File: config.mk
export PLATFORM = sky130hd
export DESIGN_NAME = qnm_cam
export DESIGN_NICKNAME = d
export VERILOG_FILES = /design/src/rtl/qnm_cam.sv
export SDC_FILE = /design/constraint.sdc
export NUM_CORES = 1
export LEC_CHECK = 0
export BUFFER_PORTS_ARGS = -buffer_cell sky130_fd_sc_hd__buf_2
export CAP_MARGIN = 5
export CORE_MARGIN = 8
export CORE_UTILIZATION = 40
export DETAILED_ROUTE_END_ITERATION = 10
export MAX_ROUTING_LAYER = met4
export PLACE_DENSITY = 0.65
export SLEW_MARGIN = 20
export SYNTH_ARGS = -nofsm -noshare
export SYNTH_HDL_FRONTEND = slang
export SYNTH_SLANG_ARGS = --single-unit
File: constraint.sdc
create_clock -name clk -period 3.4 [get_ports clk]
set_clock_uncertainty 0.1 [all_clocks]
set_input_delay 0.34 -clock clk [delete_from_list [all_inputs] [get_ports clk]]
set_output_delay 0.34 -clock clk [all_outputs]
set_load 0.005 [all_outputs]
File: src/rtl/qnm_cam.sv
// qnm_cam: circular FIFO of {N,M} entries with per-slot valid bits, occupancy
// count, in-place M-field update and associative N-field match. Used in the
// cache miss path to track outstanding requests (N = line address, M = status).
//
// Ports:
//   clk, rst         clock; synchronous active-high reset
//   wr, n_din, m_din push request and entry fields
//   rd               pop request
//   dout             head entry {N,M}; zero when empty
//   full, empty      occupancy flags
//   count            current occupancy
//   modify_vector    per-slot M-field update enable (gated by valid)
//   new_m_vector     replacement M-fields, slot k at [k*M_WIDTH +: M_WIDTH]
//   old_m_vector     current M-field of every slot, same packing
//   valid_vector     per-slot valid bits
//   search_n         associative lookup key
//   match_vector     valid & (N-field == search_n), per slot
//   overflow         one-cycle pulse after a dropped push
//   underflow        one-cycle pulse after an ignored pop
module qnm_cam #(
  parameter int unsigned N_WIDTH  = 8,
  parameter int unsigned M_WIDTH  = 8,
  parameter int unsigned Q_LENGTH = 8
) (
  input  logic                          clk,
  input  logic                          rst,
  input  logic                          wr,
  input  logic [N_WIDTH-1:0]            n_din,
  input  logic [M_WIDTH-1:0]            m_din,
  input  logic                          rd,
  output logic [N_WIDTH+M_WIDTH-1:0]    dout,
  output logic                          full,
  output logic                          empty,
  output logic [$clog2(Q_LENGTH+1)-1:0] count,
  input  logic [Q_LENGTH-1:0]           modify_vector,
  input  logic [M_WIDTH*Q_LENGTH-1:0]   new_m_vector,
  output logic [M_WIDTH*Q_LENGTH-1:0]   old_m_vector,
  output logic [Q_LENGTH-1:0]           valid_vector,
  input  logic [N_WIDTH-1:0]            search_n,
  output logic [Q_LENGTH-1:0]           match_vector,
  output logic                          overflow,
  output logic                          underflow
);

  localparam int unsigned PTR_W = $clog2(Q_LENGTH);
  localparam int unsigned CNT_W = $clog2(Q_LENGTH + 1);

  logic [N_WIDTH-1:0]  r_n     [Q_LENGTH];
  logic [M_WIDTH-1:0]  r_m     [Q_LENGTH];
  logic [Q_LENGTH-1:0] r_valid;
  logic [PTR_W-1:0]    r_wr_ptr;
  logic [PTR_W-1:0]    r_rd_ptr;
  logic [CNT_W-1:0]    r_count;
  logic                r_overflow;
  logic                r_underflow;

  logic w_full;
  logic w_empty;
  logic w_push;
  logic w_pop;

  assign w_full  = (r_count == CNT_W'(Q_LENGTH));
  assign w_empty = (r_count == '0);
  // A pop in the same cycle frees the slot the push lands in.
  assign w_push  = wr & (~w_full | rd);
  assign w_pop   = rd & ~w_empty;

  always_ff @(posedge clk) begin
    if (rst) begin
      r_wr_ptr    <= '0;
      r_rd_ptr    <= '0;
      r_count     <= '0;
      r_valid     <= '0;
      r_overflow  <= 1'b0;
      r_underflow <= 1'b0;
      for (int k = 0; k < Q_LENGTH; k++) begin
        r_n[k] <= '0;
        r_m[k] <= '0;
      end
    end else begin
      for (int k = 0; k < Q_LENGTH; k++) begin
        if (modify_vector[k] && r_valid[k]) begin
          r_m[k] <= new_m_vector[k*M_WIDTH +: M_WIDTH];
        end
      end
      if (w_pop) begin
        r_valid[r_rd_ptr] <= 1'b0;
        r_rd_ptr <= (r_rd_ptr == PTR_W'(Q_LENGTH - 1)) ? '0 : r_rd_ptr + PTR_W'(1);
      end
      // Push comes after modify and pop so that push data and valid win on a
      // shared slot.
      if (w_push) begin
        r_n[r_wr_ptr]     <= n_din;
        r_m[r_wr_ptr]     <= m_din;
        r_valid[r_wr_ptr] <= 1'b1;
        r_wr_ptr <= (r_wr_ptr == PTR_W'(Q_LENGTH - 1)) ? '0 : r_wr_ptr + PTR_W'(1);
      end
      unique case ({w_push, w_pop})
        2'b10:   r_count <= r_count + CNT_W'(1);
        2'b01:   r_count <= r_count - CNT_W'(1);
        default: r_count <= r_count;
      endcase
      r_overflow  <= wr & w_full & ~rd;
      r_underflow <= rd & w_empty;
    end
  end

  always_comb begin
    old_m_vector = '0;
    match_vector = '0;
    for (int k = 0; k < Q_LENGTH; k++) begin
      old_m_vector[k*M_WIDTH +: M_WIDTH] = r_m[k];
      match_vector[k] = r_valid[k] & (r_n[k] == search_n);
    end
  end

  assign dout         = w_empty ? '0 : {r_n[r_rd_ptr], r_m[r_rd_ptr]};
  assign full         = w_full;
  assign empty        = w_empty;
  assign count        = r_count;
  assign valid_vector = r_valid;
  assign overflow     = r_overflow;
  assign underflow    = r_underflow;

endmodule

==> impl_metrics.csv <==
group,metric,value,unit
status,status,"completed",
hold_path,hp-start,"new_m_vector[60]",
critical_path,startpoint_type,"register",
route,drtIter0Drc,641,
yosys,synth_async_sr_flop_share,0,
hold_path,hold_class,"input pin to register",
critical_path,required,3660,ps
power,p_per_area,552.8,nW/um^2
clock_network,cts_setup_buffers,0,
place,portBuffers,203,
yosys,yosys_warnings,0,
place,place_area,9513,um^2
clock_network,hold_buffers,0,
place,dp_hpwl,20870,um
die,die_x,159.4,um
power,p_leak,4.090,nW
finish,multi_input_area,3652,um^2
die,coreArea,20230,um^2
clock_network,cts_tree,"done",
power,ir_drop,403.8,uV
yosys,ys_seq_elements,151,
route,drc,0,
clock_network,clkLatencyLatePin,420,ps
route,wire_per_inst,22.88,um
route,drt-total-wl,27480,um
place,finalWeightedCongestion,0.8720,
finish,regArea,4305,um^2
finish,area_delta_synth_final,22.90,%
clock_network,cts_resized,0,
clock_network,cts-buffers-inserted,17,
die,ios,204,
global_route,grtUsageTotal,0.2217,
critical_path,startpoint,"count[1]$_SDFFE_PP0P_",
clock_network,clock-sinks,151,
critical_path,cp-end-kind,"register",
die,die_h,159.4,um
die,start_util,0.4064,
global_route,grt_max_degree,36,
finish,drive_gt1_frac,0.3232,
die,dieArea,25410,um^2
global_route,antenna_found_initial,6,
clock_network,cts-root-buf,"clkbuf_16",
yosys,avgSynthCellArea,11.31,um^2
yosys,syn_area,8224,um^2
critical_path,path_max_fanout,10,
clock_network,h-tree-depth,4,
sta,finalCriticalPeriod,3081,ps
critical_path,crit_type,"register to register",
route,first_pass_iters,8,
die,rows,52,
finish,final_net_count,1019,
sta,setup_ws,319.5,ps
global_route,grt_pass1_wl,41770,um
hold_path,holdPathStages,3,
route,antenna_left,0,
yosys,synth-edff-count,128,
global_route,grt_pass1_vias,6707,
critical_path,r2r_start,"count[1]$_SDFFE_PP0P_",
place,place_ws,359.1,ps
yosys,synth_fp_nets,834,
sta,hold_viol_final,0,
power,power.total,5.588,mW
global_route,overflow,0,
flow_run,cap_viol_max_count,0,
sta,max_clock_freq,324.6,MHz
critical_path,critPathArrivalTime,3340,ps
sta,setup_viol,0,
route,vias,6553,
sta,rsz0062_at_grt,"no",
sta,finalCritPeriodShare,0.9060,
sta,tightest_slew,784.7,ps
route,avgViaCountPerCell,5.456,
yosys,synthFlopType,"edfxtp_1",
clock_network,clkTransAtPathRegs,70,ps
critical_path,r2r_cells,10,
finish,stdcell_area,10110,um^2
yosys,seq_area_frac_synth,0.5234,
yosys,yosysUniqueCellTypes,46,
clock_network,clock_tree.buffer_depth,2,
sta,maxSlewHeadroom,0.4762,
finish,final.fill_count,1833,
yosys,postSynthCellCount,727,
sta,drv_slew,0,
sta,fin_tns_setup,0,ps
==> stage by stage <==
| stage | hold WS, ps | utilization | std cells |
|---|---|---|---|
| after floorplan | 394.2 | - | 727 |
| after global placement | 461.9 | 0.4701 | 1163 |
| after detailed placement | 460.9 | 0.4701 | 1163 |
| after CTS | 118.1 | 0.4988 | 1195 |
| after global routing | 125.7 | 0.4995 | 1201 |
| final | 127.5 | 0.4995 | 1201 |
==> worst paths after layout <==
| check | endpoint | slack, ps |
|---|---|---|
| hold / removal | r_m[7][4]$_DFFE_PP_ | 130 |
| setup / recovery | count[2]$_SDFFE_PP0P_ | 320 |
| hold reg to reg | valid_vector[3]$_SDFF_PP0_ | 460 |
| setup reg to reg | count[2]$_SDFFE_PP0P_ | 320 |
==> cells in the final DEF, fill, tap and decap left out, types with 3 or more instances in the layout <==
cell and n:
a211o_1 5, a21oi_1 8, and2_1 32, and3_1 11, buf_2 203, buf_4 19
clkbuf_16 17, clkinv_1 3, clkinv_4 3, dfxtp_1 22, diode_2 6, edfxtp_1 128
ha_1 7, inv_1 5, inv_6 3, mux2_2 9, mux2i_1 25, mux4_2 32
nand2_1 121, nand2b_1 9, nand3_1 4, nand4_1 6, nor2_1 63, nor2b_1 12
nor4_1 12, o2111a_1 6, o21ai_0 57, o311ai_0 4, xnor2_1 28, xor2_1 39
==> registers in the layout (all words and copies together), names as in the netlist, named ones only <==
name / cells
r_m: 64
r_n: 64
valid_vector: 8
count: 4
r_rd_ptr: 3
r_wr_ptr: 3
overflow: 1
underflow: 1
==> power breakdown <==
part / leakage, nW / internal (mW) / switching [mW]
Combinational: 2.31 / 0.646 / 0.735
Clock: 0.276 / 1.09 / 0.778
Sequential: 1.51 / 2.17 / 0.174
==> cells in the mapped netlist, drive strengths merged, types with 2 or more instances <==
library cell	number	area share
xor2	39	0.042
a31o	2	0.0021
a21oi	8	0.0049
and4	2	0.0024
dfxtp	23	0.056
and2	32	0.024
a211o	5	0.0053
nor2b	12	0.0091
o211ai	2	0.0018
mux2i	25	0.030
nand2b	9	0.0068
nor2	63	0.029
mux4	32	0.088
inv	5	0.0023
ha	7	0.011
clkbuf	28	0.013
nor4	13	0.011
nand2	121	0.055
buf	30	0.018
or3	2	0.0015
nand3	4	0.0024
a21o	2	0.0018
o2111a	6	0.0082
nand4	7	0.0072
xnor2	28	0.030
mux2	9	0.012
and3	11	0.0084
o21ai	59	0.036
o311ai	4	0.0043
edfxtp	128	0.47
==> routing by layer <==
| metal | global-route usage | wire, um | vias to the layer above |
|---|---|---|---|
| li1 | - | - | 2986 |
| met1 | 0.2698 | 11210 | 3179 |
| met3 | 0.04964 | 2034 | 52 |
| met2 | 0.3504 | 13400 | 336 |
| met4 | 0.09520 | 829 | 0 |
| met5 | - | 0 | - |
==> layout make-up <==
cell class              count  area share
flip-flops and latches    151      0.4260
multi-input cells         513      0.3614
repair buffers            224      0.1186
clock buffers              18     0.04246
well taps                 270     0.03342
clock inverters            14     0.01486
inverters                   5    0.001857
diodes                      6    0.001486
==> cells by family (layout without fill, tap and decap cells) <==
logic type	after synthesis	after routing	share of synthesized area
mux	66	66	0.1304
buf+inv	63	261	0.03362
flops	151	151	0.5234
fa+ha+maj	7	7	0.01065
other cells	0	6	0
compound gates	91	91	0.06724
xor+xnor	67	67	0.07135
simple gates	282	282	0.1634
==> critical path, cell delays in order, from the launching register on <==
cell and delay, ps:
dfxtp_1 420, or4b_4 630, o21a_1 320, inv_1 210, ha_1 300, xor2_1 190, ha_1 170, a21oi_1 50
xor2_1 170, or3_1 310, a21oi_1 140
Power figures use the tool's default switching activity.
